===== config.mk =====
export PLATFORM = sky130hd
export DESIGN_NAME = ltc2311_axil_regs
export DESIGN_NICKNAME = d
export VERILOG_FILES = /design/src/rtl/ltc2311_pkg.sv /design/src/rtl/ltc2311_axil_regs.sv
export SDC_FILE = /design/constraint.sdc
export NUM_CORES = 1
export LEC_CHECK = 0
export CAP_MARGIN = 20
export CORE_ASPECT_RATIO = 0.7
export CORE_MARGIN = 3
export CORE_UTILIZATION = 32
export DETAILED_ROUTE_END_ITERATION = 12
export GPL_TIMING_DRIVEN = 0
export PLACE_DENSITY = 0.64
export REMOVE_ABC_BUFFERS = 1
export SYNTH_ARGS = -nofsm -noshare
export SYNTH_HDL_FRONTEND = slang
export SYNTH_SLANG_ARGS = --single-unit

===== constraint.sdc =====
create_clock -name clk -period 2.8 [get_ports clk]
set_input_delay 0.56 -clock clk [delete_from_list [all_inputs] [get_ports clk]]
set_output_delay 0.56 -clock clk [all_outputs]
set_load 0.02 [all_outputs]

===== src/rtl/ltc2311_pkg.sv =====
// Shared register map, bit positions and FSM state types for the LTC2311 AXI4-Lite register block.
package ltc2311_pkg;

  // Word indices (byte offset = index * 4); only address bits [4:2] are decoded.
  localparam logic [2:0] REG_STATUS  = 3'd0;
  localparam logic [2:0] REG_CONTROL = 3'd1;
  localparam logic [2:0] REG_DATA    = 3'd2;
  localparam logic [2:0] REG_POP_CNT = 3'd3;
  localparam logic [2:0] REG_ID      = 3'd4;

  localparam int STATUS_BUSY       = 0;
  localparam int STATUS_SLEEP      = 1;
  localparam int STATUS_CONTINUOUS = 2;
  localparam int STATUS_FULL       = 3;
  localparam int STATUS_EMPTY      = 4;

  localparam int CONTROL_READ       = 0;
  localparam int CONTROL_CONT_EN    = 1;
  localparam int CONTROL_CONT_DIS   = 2;
  localparam int CONTROL_SLEEP      = 3;
  localparam int CONTROL_WAKE       = 4;
  localparam int CONTROL_CLEAR_FIFO = 5;

  localparam logic [31:0] CONTROL_MASK = 32'h0000_003F;
  localparam logic [31:0] DATA_EMPTY   = 32'h8000_0000;

  localparam logic [1:0] RESP_OKAY   = 2'b00;
  localparam logic [1:0] RESP_SLVERR = 2'b10;

  typedef enum logic {W_IDLE, W_RESP} w_state_t;
  typedef enum logic {R_IDLE, R_DATA} r_state_t;

endpackage


===== src/rtl/ltc2311_axil_regs.sv =====
// AXI4-Lite slave for the LTC2311 acquisition top: write pulses into control, status passthrough,
// pop-on-read sample FIFO access with a pop counter.
module ltc2311_axil_regs
  import ltc2311_pkg::*;
#(
  parameter int          ADDR_W      = 5,
  parameter logic [31:0] ID_VALUE    = 32'h2311_0001,
  parameter int          POP_HOLDOFF = 2
) (
  input  logic              clk,
  input  logic              reset_n,
  input  logic [ADDR_W-1:0] s_awaddr,
  input  logic              s_awvalid,
  output logic              s_awready,
  input  logic [31:0]       s_wdata,
  input  logic              s_wvalid,
  output logic              s_wready,
  output logic [1:0]        s_bresp,
  output logic              s_bvalid,
  input  logic              s_bready,
  input  logic [ADDR_W-1:0] s_araddr,
  input  logic              s_arvalid,
  output logic              s_arready,
  output logic [31:0]       s_rdata,
  output logic [1:0]        s_rresp,
  output logic              s_rvalid,
  input  logic              s_rready,
  input  logic [31:0]       status_reg_in,
  output logic [31:0]       control_reg_out,
  input  logic [31:0]       fifo_data_in,
  output logic              fifo_rd_en
);

  localparam int HW = $clog2(POP_HOLDOFF + 2);

  w_state_t      w_state, w_next;
  r_state_t      r_state, r_next;
  logic          up;
  logic          aw_held, w_held;
  logic [2:0]    aw_idx;
  logic [31:0]   w_data;
  logic          w_fire, wr_ctrl, wr_clr, wr_ok;
  logic          ar_fire, pop;
  logic [31:0]   rd_word;
  logic [1:0]    rd_resp;
  logic [HW-1:0] holdoff;
  logic [31:0]   pop_cnt;
  logic          unused;

  assign unused = ^{s_awaddr, s_araddr, fifo_data_in[31:16]};

  // ---------------- write channel ----------------
  // up keeps every ready low while in reset and for the first cycle after release.
  assign s_awready = up && (w_state == W_IDLE) && !aw_held;
  assign s_wready  = up && (w_state == W_IDLE) && !w_held;
  assign s_bvalid  = (w_state == W_RESP);

  assign w_fire  = (w_state == W_IDLE) && aw_held && w_held;
  assign wr_ok   = (aw_idx == REG_CONTROL) || (aw_idx == REG_POP_CNT);
  assign wr_ctrl = w_fire && (aw_idx == REG_CONTROL);
  assign wr_clr  = w_fire && (aw_idx == REG_POP_CNT);

  always_comb begin
    w_next = w_state;
    unique case (w_state)
      W_IDLE: if (aw_held && w_held) w_next = W_RESP;
      W_RESP: if (s_bready)          w_next = W_IDLE;
      default: w_next = W_IDLE;
    endcase
  end

  always_ff @(posedge clk or negedge reset_n) begin
    if (!reset_n) begin
      w_state         <= W_IDLE;
      up              <= 1'b0;
      aw_held         <= 1'b0;
      w_held          <= 1'b0;
      aw_idx          <= '0;
      w_data          <= '0;
      s_bresp         <= RESP_OKAY;
      control_reg_out <= '0;
    end else begin
      up              <= 1'b1;
      w_state         <= w_next;
      control_reg_out <= wr_ctrl ? (w_data & CONTROL_MASK) : '0;
      if (s_awvalid && s_awready) begin
        aw_held <= 1'b1;
        aw_idx  <= s_awaddr[4:2];
      end
      if (s_wvalid && s_wready) begin
        w_held <= 1'b1;
        w_data <= s_wdata;
      end
      if (w_fire) begin
        aw_held <= 1'b0;
        w_held  <= 1'b0;
        s_bresp <= wr_ok ? RESP_OKAY : RESP_SLVERR;
      end
    end
  end

  // ---------------- read channel ----------------
  // Holdoff spans the registered-status lag so a stale empty bit can never trigger a second pop.
  assign s_arready = up && (r_state == R_IDLE) && (holdoff == '0);
  assign s_rvalid  = (r_state == R_DATA);
  assign ar_fire   = s_arvalid && s_arready;

  always_comb begin
    rd_word = '0;
    rd_resp = RESP_OKAY;
    pop     = 1'b0;
    unique case (s_araddr[4:2])
      REG_STATUS:  rd_word = status_reg_in;
      REG_CONTROL: rd_word = '0;
      REG_DATA: begin
        if (status_reg_in[STATUS_EMPTY]) begin
          rd_word = DATA_EMPTY;
        end else begin
          rd_word = {16'h0, fifo_data_in[15:0]};
          pop     = ar_fire;
        end
      end
      REG_POP_CNT: rd_word = pop_cnt;
      REG_ID:      rd_word = ID_VALUE;
      default:     rd_resp = RESP_SLVERR;
    endcase

    r_next = r_state;
    unique case (r_state)
      R_IDLE: if (ar_fire)  r_next = R_DATA;
      R_DATA: if (s_rready) r_next = R_IDLE;
      default: r_next = R_IDLE;
    endcase
  end

  always_ff @(posedge clk or negedge reset_n) begin
    if (!reset_n) begin
      r_state    <= R_IDLE;
      s_rdata    <= '0;
      s_rresp    <= RESP_OKAY;
      fifo_rd_en <= 1'b0;
      holdoff    <= '0;
    end else begin
      r_state    <= r_next;
      fifo_rd_en <= pop;
      if (ar_fire) begin
        s_rdata <= rd_word;
        s_rresp <= rd_resp;
      end
      if (pop)                holdoff <= HW'(POP_HOLDOFF);
      else if (holdoff != '0) holdoff <= holdoff - HW'(1);
    end
  end

  // A clear landing on the same edge as a pop wins.
  always_ff @(posedge clk or negedge reset_n) begin
    if (!reset_n)    pop_cnt <= '0;
    else if (wr_clr) pop_cnt <= '0;
    else if (pop)    pop_cnt <= pop_cnt + 32'd1;
  end

endmodule

Yosys cells after proc, flatten, opt, wreduce, memory -nomap -nowiden. Index checks and enable logic that the tools add are counted. W data, S select, Z words.

Flip-flop bits (word level): 91. Bits of input ports: 113. Output and inout bits: 74. Word-level logic and storage cells: 69.

$add $sub $neg: 2. Equal/unequal tests: 6. Muxes and demuxes: 21. Bitwise gates (word level): 2. Reduce and logical (&&, ||, !) cells: 24.

Operators with widths (number): $pmux W32 S4 (1); $mux W32 (3); $add A32 B1 Y32 const B (1); $logic_and A1 B1 Y1 (13); $mux W1 (10); $reduce_bool A2 Y1 (5); $eq A3 B2 Y1 const B (3); $mux W2 (4); $eq A3 B1 Y1 const B (2); $mux W6 (1); $reduce_or A5 Y1 (1); $pmux W1 S2 (2); $eq A3 B3 Y1 const B (1); $logic_not A3 Y1 (1); $logic_not A1 Y1 (2); $logic_not A2 Y1 (1); $not A1 Y1 (2); $sub A2 B1 Y2 const B (1); $logic_or A1 B1 Y1 (1).

Logic depth before layout (Yosys ltp).
Depth in word-level cells: 8. Gate-level depth with buffers: 9. Depth with buffers taken out: 8.

Worst setup path before layout. Ideal clock, no wire load.

Path kind: in2reg. Start point: input s_araddr[3]. End point: register pop_cnt[10]. Setup time: 0.078 ns. Arrival time: 2.001 ns. Required time: 2.722 ns. Setup slack: 0.721 ns. Stages on the path: 7. Buffers on the path: 1. Cell sequence: clkbuf_2 -> nor4b_4 -> nand2b_2 -> inv_2 -> o211ai_1 -> or3_2 -> a21oi_1.

Word-level cells in the longest chain between the ends: 3.

Ends and longest elaborated chain: from (decl) (RTL line ltc2311_axil_regs.sv:21) `input logic [ADDR_W-1:0] s_araddr,`; $eq A3 B2 Y1 (RTL line ltc2311_axil_regs.sv:112) `unique case (s_araddr[4:2])`; $mux W1 (RTL line ltc2311_axil_regs.sv:112); $reduce_bool A2 Y1 (no line); to (signal assigned) (RTL line ltc2311_axil_regs.sv:159) `else if (pop) pop_cnt <= pop_cnt + 32'd1;`; to (decl) (RTL line ltc2311_axil_regs.sv:47) `logic [31:0] pop_cnt;`.

No other way between the ends. A chain may end at the register's enable or synchronous reset.

Worst setup path in the final report. Same ends and word-level chain as after synthesis.

==> metrics.json <==
{
  "outcome": {"value": "finished, final reports clean"},
  "groute.usage.overall": {"value": 0.1565},
  "synth.ff_latch_count": {"value": 89},
  "total_wire_length_after_detailed_routing": {"value": 11760, "unit": "um"},
  "rsz_0062_raised_after_global_routing": {"value": "false"},
  "min_period": {"value": 2615, "unit": "ps"},
  "h-tree-depth": {"value": 3},
  "post-place-cells": {"value": 718},
  "post_layout_nonfiller_instances": {"value": 738},
  "placementRows": {"value": 35},
  "grt_first_pass_wirelength": {"value": 19260, "unit": "um"},
  "critical_path_arrival": {"value": 2880, "unit": "ps"},
  "slew_violations": {"value": 0},
  "floorplan.io_pins": {"value": 187},
  "min_path_type": {"value": "input pin to asynchronous set/reset pin"},
  "cts.reportedPaths.clkPinSlew": {"value": 60, "unit": "ps"},
  "number_of_antenna_cells_inserted": {"value": 0},
  "final_design_area_no_fill": {"value": 6075, "unit": "um^2"},
  "drc_errors": {"value": 0},
  "tightest_slew": {"value": 640.9, "unit": "ps"},
  "place.gp.congestion": {"value": 0.7561},
  "criticalPathCategory": {"value": "input pin to flop"},
  "root_buffer": {"value": "clkbuf_16"},
  "post_synth_most_frequent_cells": {"value": "89 x dfrtp_1, 48 x nand2_1, 42 x o21ai_0"},
  "cp_data_required_time": {"value": 3060, "unit": "ps"},
  "finalSetupTns": {"value": 0, "unit": "ps"},
  "cell_count_after_synthesis": {"value": 436},
  "syn_to_final_growth": {"value": 38.00, "unit": "%"},
  "synthFlopType": {"value": "dfrtp_1"},
  "cts_tree": {"value": "built"},
  "cts_num_sinks": {"value": 89},
  "worst_skew_pair.late_latency": {"value": 340, "unit": "ps"},
  "detailed_place.area": {"value": 5713, "unit": "um^2"},
  "max-vdd-ir-drop": {"value": 0.0004083, "unit": "V"},
  "clk_path_buf_depth": {"value": 2},
  "synth_enable_flop_cells": {"value": 0},
  "setup_ws": {"value": 184.6, "unit": "ps"},
  "layout-drive-gt1-share": {"value": 0.09765},
  "final_net_count": {"value": 663},
  "pin_count_of_the_biggest_net_entering_global_routing": {"value": 51},
  "totalPowerFinal": {"value": 4.069, "unit": "mW"},
  "synthMostInstantiatedCell": {"value": "dfrtp_1"},
  "fin_skew": {"value": 6.771, "unit": "ps"},
  "start_kind": {"value": "input pin"},
  "static-leakage-power": {"value": 2.599, "unit": "nW"},
  "synth_top_area_cells": {"value": "dfrtp_1 51%, buf_4 4.8%, o21ai_0 4.8%"},
  "clock.fmax": {"value": 382.4, "unit": "MHz"},
  "cts_buffers": {"value": 9},
  "endpoint_kind": {"value": "flop"},
  "drtPass1Iterations": {"value": 4},
  "syn-cell-area": {"value": 4402, "unit": "um^2"},
  "netlist-cell-type-count": {"value": 46},
  "initial_antenna_violation_count": {"value": 0},
  "coreArea": {"value": 13310, "unit": "um^2"},
  "postSynthAreaPerCell": {"value": 10.10, "unit": "um^2"},
  "post-route-util": {"value": 0.4563},
  "yosys_warnings": {"value": 0},
  "crit_path_max_fanout": {"value": 24},
  "dieArea": {"value": 15220, "unit": "um^2"},
  "part_of_the_cycle_the_worst_path_needs": {"value": 0.9341},
  "post-place-ws": {"value": -1057, "unit": "ps"},
  "maxCapViolations": {"value": 0},
  "layout.filler_cells": {"value": 1271},
  "detail_route.iter0.violations": {"value": 246},
  "dpl.hpwl": {"value": 8546, "unit": "um"},
  "route.vias.total": {"value": 3627},
  "grt_overflow_total": {"value": 0},
  "die_x": {"value": 146.2, "unit": "um"},
  "avgRoutedWirePerCell": {"value": 15.93, "unit": "um"},
  "port_buffers": {"value": 112},
  "setup_viol": {"value": 0},
  "worst_slew_margin_rel": {"value": 0.5727},
  "floorplan.die.height": {"value": 104.1, "unit": "um"},
  "timing.hold.ws": {"value": 202.3, "unit": "ps"},
  "routed_via_density": {"value": 4.915},
  "yosysSeqAreaShare": {"value": 0.5060},
  "yosysTopAreaCellShare": {"value": 0.5060},
  "initial_core_util": {"value": 0.3306},
  "powerDensity": {"value": 669.9, "unit": "nW/um^2"},
  "antenna_violating_nets_post_route": {"value": 0},
  "vias_in_the_first_global_route": {"value": 3581},
  "asyncSetResetFlopFracSynth": {"value": 1.000},
  "cts_hold_repair.buffers": {"value": 0},
  "hold_violations": {"value": 0},
  "synth_top_area_cell": {"value": "dfrtp_1"}
}
-- power by group --
group	internal (mW)	switching [mW]	total (mW)
Combinational	0.542	0.563	1.10
Sequential	1.52	0.146	1.67
Clock	0.785	0.512	1.30
-- path summary, 6_finish.rpt --
kind | from | end | slack, ps | cells past startpoint
max | s_araddr[3] | pop_cnt[10] | 180 | 7
min reg2reg | s_rdata[16] | s_rdata[16] | 480 | 2
min in group clk | s_rdata[16] | s_rdata[16] | 480 | 2
max in group asynchronous | reset_n | pop_cnt[19] | 1950 | 2
max reg2reg | holdoff[0] | pop_cnt[10] | 250 | 8
min | reset_n | s_rdata[10] | 200 | 1
-- worst max-delay path, cell delays in order --
cell             delay, ps
clkdlybuf4s50_1        640
nor4b_4                360
nand2b_2               170
inv_4                  250
o211ai_1               270
or3_2                  470
a21oi_1                150
-- layout by cell type, fill, tap and decap left out, drive strengths merged, types with 4 or more instances in the layout --
master         netlist  final
clkdlybuf4s50        0    109
dfrtp               89     89
nand2               48     48
o21ai               43     43
nor2                29     29
conb                 2     29
xor2                19     19
a21oi               18     18
a222oi              14     14
buf                 30     14
a22oi               12     12
mux2                11     11
and2                10     10
o211ai              10     10
clkbuf              21     10
inv                  9     10
nand4                8      8
nand3                7      7
or3                  7      7
nor3                 6      6
nor4                 5      5
and3                 4      4
o2111ai              4      4
xnor2                4      4
o21a                 4      4
a21o                 4      4
-- sequential cells by signal (all words and copies together) (netlist names) --
signal	flops
w_held	1
fifo_rd_en	1
control_reg_out	6
w_data	6
s_rresp	1
s_bvalid	1
holdoff	2
aw_idx	3
pop_cnt	32
up	1
s_bresp	1
s_rdata	32
s_rvalid	1
aw_held	1
-- cell families (layout without fill, tap and decap cells) --
| kind of cell | after synthesis | in the layout | share of synthesized area |
|---|---|---|---|
| DFF | 89 | 89 | 0.5060 |
| buffers and inverters | 60 | 150 | 0.07561 |
| and+or+nand+nor | 134 | 134 | 0.1654 |
| other | 2 | 29 | 0.001706 |
| AOI/OAI and AO/OA | 115 | 115 | 0.1717 |
| muxes | 11 | 11 | 0.02814 |
| adders and majority gates | 2 | 2 | 0.005684 |
| xor gates and xnor gates | 23 | 23 | 0.04576 |
-- final cells by class --
| class | count | area (um^2) | area share |
|---|---|---|---|
| Timing Repair Buffer | 125 | 1303 | 0.2144 |
| Clock buffer | 10 | 229.0 | 0.03769 |
| Multi-Input combinational cell | 314 | 1957 | 0.3221 |
| Clock inverter | 6 | 91.34 | 0.01504 |
| Sequential cell | 89 | 2227 | 0.3666 |
| Tap cell | 185 | 231.5 | 0.03811 |
| Inverter | 9 | 36.28 | 0.005973 |
-- routing by layer --
| layer | GRT usage | part of all wire | routed length [um] | vias up |
|---|---|---|---|---|
| li1 | - | - | - | 1731 |
| met1 | 0.2303 | 0.49 | 5744 | 1759 |
| met2 | 0.2275 | 0.43 | 5052 | 124 |
| met3 | 0.04138 | 0.067 | 784 | 13 |
| met4 | 0.04161 | 0.015 | 177 | 0 |
| met5 | 0 | 0 | 0 | - |
-- timing repair --
| item | in CTS | in global routing |
|---|---|---|
| pin swaps | 1 | 1 |
| buffers inserted | 1 | 2 |
| setup endpoints to repair | 32 | 5 |
| resized for setup | 1 | 2 |
Power figures use the tool's default switching activity.
